==> src/rtl/adder_ctrl_pkg.sv <==
// adder_ctrl_pkg: shared types and helpers for the nibble-serial adder sequencer
//   NIBBLE_W   : width of the shared adder datapath
//   state_t    : sequencer states
//   signed_ovf : two's complement overflow from operand/sum MSBs
package adder_ctrl_pkg;

   localparam int NIBBLE_W = 4;

   typedef enum logic [1:0] {
      IDLE = 2'd0,
      ADD  = 2'd1,
      DONE = 2'd2
   } state_t;

   function automatic logic signed_ovf(input logic a_msb, input logic b_msb, input logic s_msb);
      return (a_msb == b_msb) && (s_msb != a_msb);
   endfunction

endpackage

==> src/rtl/ripple_carry_adder_4.sv <==
// ripple_carry_adder_4: 4-bit ripple carry adder
//   i_a, i_b    : addends
//   i_carry_in  : carry into bit 0
//   o_s         : 4-bit sum
//   o_carry_out : carry out of bit 3
module ripple_carry_adder_4 (
   input  logic [3:0] i_a,
   input  logic [3:0] i_b,
   input  logic       i_carry_in,
   output logic [3:0] o_s,
   output logic       o_carry_out
);

   logic [4:0] w_c;

   assign w_c[0] = i_carry_in;

   for (genvar g = 0; g < 4; g++) begin : g_fa
      assign o_s[g]     = i_a[g] ^ i_b[g] ^ w_c[g];
      assign w_c[g + 1] = (i_a[g] & i_b[g]) | (w_c[g] & (i_a[g] ^ i_b[g]));
   end

   assign o_carry_out = w_c[4];

endmodule

==> src/rtl/nibble_serial_adder_ctrl.sv <==
// nibble_serial_adder_ctrl: WIDTH-bit adder sequencing one 4-bit adder over nibbles, LSB first
//   i_clk, i_rst_n              : clock, synchronous active-low reset
//   i_valid/o_ready             : operand handshake (ready only in IDLE)
//   i_a, i_b, i_carry_in        : operands, captured on acceptance
//   o_valid/i_ready             : result handshake (valid only in DONE)
//   o_s, o_carry_out, o_overflow: result, zero outside DONE
module nibble_serial_adder_ctrl
   import adder_ctrl_pkg::*;
#(
   parameter int WIDTH = 16
) (
   input  logic             i_clk,
   input  logic             i_rst_n,
   input  logic             i_valid,
   output logic             o_ready,
   input  logic [WIDTH-1:0] i_a,
   input  logic [WIDTH-1:0] i_b,
   input  logic             i_carry_in,
   output logic             o_valid,
   input  logic             i_ready,
   output logic [WIDTH-1:0] o_s,
   output logic             o_carry_out,
   output logic             o_overflow
);

   localparam int NUM_NIB = WIDTH / NIBBLE_W;
   localparam int IDX_W   = (NUM_NIB > 1) ? $clog2(NUM_NIB) : 1;
   localparam logic [IDX_W-1:0] LAST_IDX = IDX_W'(NUM_NIB - 1);

   if ((WIDTH % NIBBLE_W) != 0 || WIDTH < NIBBLE_W) begin : g_bad_width
      $error("nibble_serial_adder_ctrl: WIDTH must be a positive multiple of 4");
   end

   state_t           r_state, w_state_nxt;
   logic [WIDTH-1:0] r_a, r_b, r_sum;
   logic             r_carry;
   logic [IDX_W-1:0] r_idx;
   logic [NIBBLE_W-1:0] w_nib_s;
   logic             w_nib_c;
   logic             w_done;

   ripple_carry_adder_4 u_rca (
      .i_a         (r_a[NIBBLE_W*r_idx +: NIBBLE_W]),
      .i_b         (r_b[NIBBLE_W*r_idx +: NIBBLE_W]),
      .i_carry_in  (r_carry),
      .o_s         (w_nib_s),
      .o_carry_out (w_nib_c)
   );

   always_ff @(posedge i_clk) begin
      if (!i_rst_n) begin
         r_state <= IDLE;
         r_a     <= '0;
         r_b     <= '0;
         r_sum   <= '0;
         r_carry <= 1'b0;
         r_idx   <= '0;
      end else begin
         r_state <= w_state_nxt;
         if (r_state == IDLE && i_valid) begin
            r_a     <= i_a;
            r_b     <= i_b;
            r_carry <= i_carry_in;
            r_idx   <= '0;
         end
         if (r_state == ADD) begin
            r_sum[NIBBLE_W*r_idx +: NIBBLE_W] <= w_nib_s;
            r_carry <= w_nib_c;
            r_idx   <= r_idx + 1'b1;
         end
      end
   end

   always_comb begin
      w_state_nxt = r_state;
      case (r_state)
         IDLE:    w_state_nxt = i_valid ? ADD : IDLE;
         ADD:     w_state_nxt = (r_idx == LAST_IDX) ? DONE : ADD;
         DONE:    w_state_nxt = i_ready ? IDLE : DONE;
         default: w_state_nxt = IDLE;
      endcase
   end

   // Result outputs are gated by the registered state so they read zero outside DONE.
   assign w_done      = (r_state == DONE);
   assign o_ready     = (r_state == IDLE);
   assign o_valid     = w_done;
   assign o_s         = w_done ? r_sum : '0;
   assign o_carry_out = w_done & r_carry;
   assign o_overflow  = w_done & signed_ovf(r_a[WIDTH-1], r_b[WIDTH-1], r_sum[WIDTH-1]);

endmodule

==> config.mk <==
export PLATFORM = sky130hd
export DESIGN_NAME = nibble_serial_adder_ctrl
export DESIGN_NICKNAME = d
export VERILOG_FILES = /design/src/rtl/adder_ctrl_pkg.sv /design/src/rtl/ripple_carry_adder_4.sv /design/src/rtl/nibble_serial_adder_ctrl.sv
export SDC_FILE = /design/constraint.sdc
export NUM_CORES = 1
export LEC_CHECK = 0
export CAP_MARGIN = 20
export CORE_MARGIN = 3
export CORE_UTILIZATION = 40
export DETAILED_ROUTE_END_ITERATION = 8
export PLACE_DENSITY = 0.68
export REMOVE_ABC_BUFFERS = 1
export SLEW_MARGIN = 10
export SYNTH_ARGS = -nofsm -noshare
export SYNTH_HDL_FRONTEND = slang
export SYNTH_HIERARCHICAL = 1
export SYNTH_SLANG_ARGS = --single-unit
==> constraint.sdc <==
create_clock -name i_clk -period 3.55 [get_ports i_clk]
set_input_delay 0.355 -clock i_clk [delete_from_list [all_inputs] [get_ports i_clk]]
set_output_delay 0.355 -clock i_clk [all_outputs]
set_load 0.02 [all_outputs]
==> results.md <==
- Area Growth Syn to Fin: 24.6%
- Largest net degree at the start of global routing: 33
- Fin nets: 384
- Final Max Slew Viols: 0
- Worst Path Required: 3780 ps
- CTS tree: done
- Ports: 57
- Die area: between 7000 and 8000 sq um
- CP Capture Type: flip-flop
- Setup bufs post-CTS: 0
- NetSw: 0.000286 W
- Synthesized area: 2620 sq um
- Pre-antenna DRT Iters: 4
- Inserted Clock Buffers: 5
- Cell variety after synth: 34
- Worst-margin pin slew: 1000 ps
- Register Area: 1060 sq um
- Largest area contributor in the netlist: dfxtp_1
- Routed len/inst: approximately 12 um
- Area of the multi-input gates: 1360 sq um
- Starting Density: 42.7%
- Met3 Resource Use GR: 3.78%
- Met2 global-route usage: between 20 and 25%
- # rows: 28
- Vias: about 2,000
- Endpoints failing setup: 0
- Worst Setup Start Kind: flip-flop
- Fin util: between 50% and 60%
- Area contributors post-synth: dfxtp_1 (41%), nand2_1 (13%), a21boi_1 (8.6%), mux4_2 (6.9%), and2_1 (4.1%)
- Internal: 0.000870 W
- Post-synth EDFFs: 0
- Static leakage: 1.23 nW
- Number of global-route vias before repair: 1,906
- Final clock skew: around 5.6 ps
- GRT Resource Usage Total: 14.6%
- DR DRC count: 0
- Count leader, synth: nand2_1
- Clock H-tree levels: 2
- Outcome: finished, final reports clean
- Vias/cell: just under 5
- Setup CP Type: reg2reg
- Post-DP HPWL: 3.82 mm
- Synthesized area per cell: 9.03 sq um
- Arr. time, crit path: 3270 ps
- Final wirelength: 5.10 mm
- GPL Wtd Cong: 0.777
- Post-synthesis cell count: 290
- Post-cts resize count: 0
- Clk pwr share: 29.3%
- MaxCap Viol Count: 0
- Root Buffer Master: clkbuf_8
- Final hold vios: 0
- CTS sink count: 53
- Critical Path Fanout Max: 5
- Max Fclk: 330 MHz
- Core Region: 6130 sq um
- # diodes: 0
- Combinational fraction of design power: 15.4%
- Maximum clock path buffer count: 2
- Synth async-reset ratio: 0%
- Routed Antenna Nets: 0
- Initial antenna violation count: 0
- RSZ-0062 raised after global routing: no
- DRT iter0 DRCs: 68
- Clk Latency, worst-skew pair: 300 ps
- GR Layer Usage met1: 20.4%
- First-pass GRT wire length: 8.80 mm
- Setup TNS: 0 ps
- Die Ht: a little under 90 um
- Port Buffers: 56
- # fillers: 587
- Clock slew at reported path FFs: about 90 ps
- Power per cell area: 354 nW/um^2
- Hold crit path type: reg2reg
- Number of synthesized register bits: 53
- Main synth FF type: dfxtp_1
- Die width: 86.9 um
- Top Usage Layer GRT: met2
- Synth warn: 6
- Relative slew margins: 33.1%
- Top post-synthesis cells by count: nand2_1 (91), dfxtp_1 (53), a21boi_1 (30)
- Post-synthesis sequential area ratio: 40.5%
- Post-CTS Hold Buffers: 0
- Grt total ovfl: 0
- Final Cycle Share: a little under nine tenths
- Share of layout cells above drive strength 1: 8.28%
- Switch share: 24.8%
- Part of the power in registers: 55.3%
- VDD IR max: 0.154 mV
- Post-layout min period: 3030 ps
- Post-synth top area share: 40.5%
==> sequential cells by signal (all words and copies together), names as in the netlist <==
name / cells
r_sum: 16
r_carry: 1
r_b: 16
r_idx: 2
r_state: 2
r_a: 16
==> final cells by class <==
class                           instances  share of cell area (%)
Timing Repair Buffer                   62                    18.6
Tap cell                               75                    2.88
Sequential cell                        53                    32.5
Clock buffer                            7                    2.65
Multi-Input combinational cell        202                    41.7
Inverter                               14                    1.61
==> worst max-delay path, stage by stage (launching register included) <==
cell and delay [ps]:
dfxtp_1 500, mux4_2 570, fa_1 430, inv_1 80, fa_1 160, inv_1 50, fa_1 360, inv_1 80
fa_1 400, inv_1 80, nand2_1 80, o22ai_1 170
==> routing by layer <==
metal / wire length (um) / up-vias
li1: - / 1056
met1: 2550 / 901
met2: 2210 / 48
met3: 274 / 6
met4: 68 / 0
met5: 0 / -
==> layout by cell type (no fill, tap or decap), drive strengths merged <==
master,count
nand4b,1
nor2,4
nand2b,1
nand2,91
fa,4
a21oi,1
clkbuf,7
and2,17
a21boi,34
and3b,4
o22ai,16
nor3b,3
nand3,1
inv,14
o21a,1
or3b,1
dfxtp,53
o21ba,1
ha,5
clkdlybuf4s50,56
mux2i,1
mux4,8
buf,6
nor2b,3
o221a,1
nand4,2
o211a,1
nand3b,1
==> final timing paths <==
kind | startpoint | end | slack, ps | cells after the start
worst max-delay path | r_idx[0]$_SDFFE_PN0P_ | r_sum[3]$_SDFFE_PN0P_ | 520 | 11
worst min-delay path | r_b[10]$_SDFFE_PN0P_ | r_b[10]$_SDFFE_PN0P_ | 460 | 2
worst min register to register | r_b[10]$_SDFFE_PN0P_ | r_b[10]$_SDFFE_PN0P_ | 460 | 2
worst max register to register | r_idx[0]$_SDFFE_PN0P_ | r_sum[3]$_SDFFE_PN0P_ | 520 | 11
==> metrics by stage <==
step	cells	power (W)	setup slack [ps]	hold WS [ps]	instance area (sq um)
after floorplan	269	0.000750	378	432	2470
after global placement	406	0.000832	616	440	3170
after detailed placement	406	0.000834	520	448	3170
after CTS	413	0.00117	483	460	3260
after global routing	413	0.00121	284	476	3260
final	413	0.00116	517	458	3260
==> cells by family (layout without fill, tap and decap cells) <==
| family | count (synthesis) | after routing | share of synthesized area, % |
|---|---|---|---|
| adders and majority gates | 9 | 9 | 5.45 |
| buffers and inverters | 35 | 83 | 7.46 |
| AOI/OAI and AO/OA | 55 | 55 | 15.2 |
| muxes | 9 | 9 | 7.27 |
| and+or+nand+nor | 129 | 129 | 24.0 |
| DFF | 53 | 53 | 40.5 |
==> power groups by stage <==
stage	logic, W	registers, W	clock network, W
finish	0.000178	0.000639	0.000338
global route	0.000201	0.000643	0.000370
CTS	0.000180	0.000640	0.000349
detailed placement	0.000180	0.000654	0
global placement	0.000178	0.000653	0
floorplan	0.0000983	0.000652	0
No activity file was read; power rests on OpenSTA's default activity.
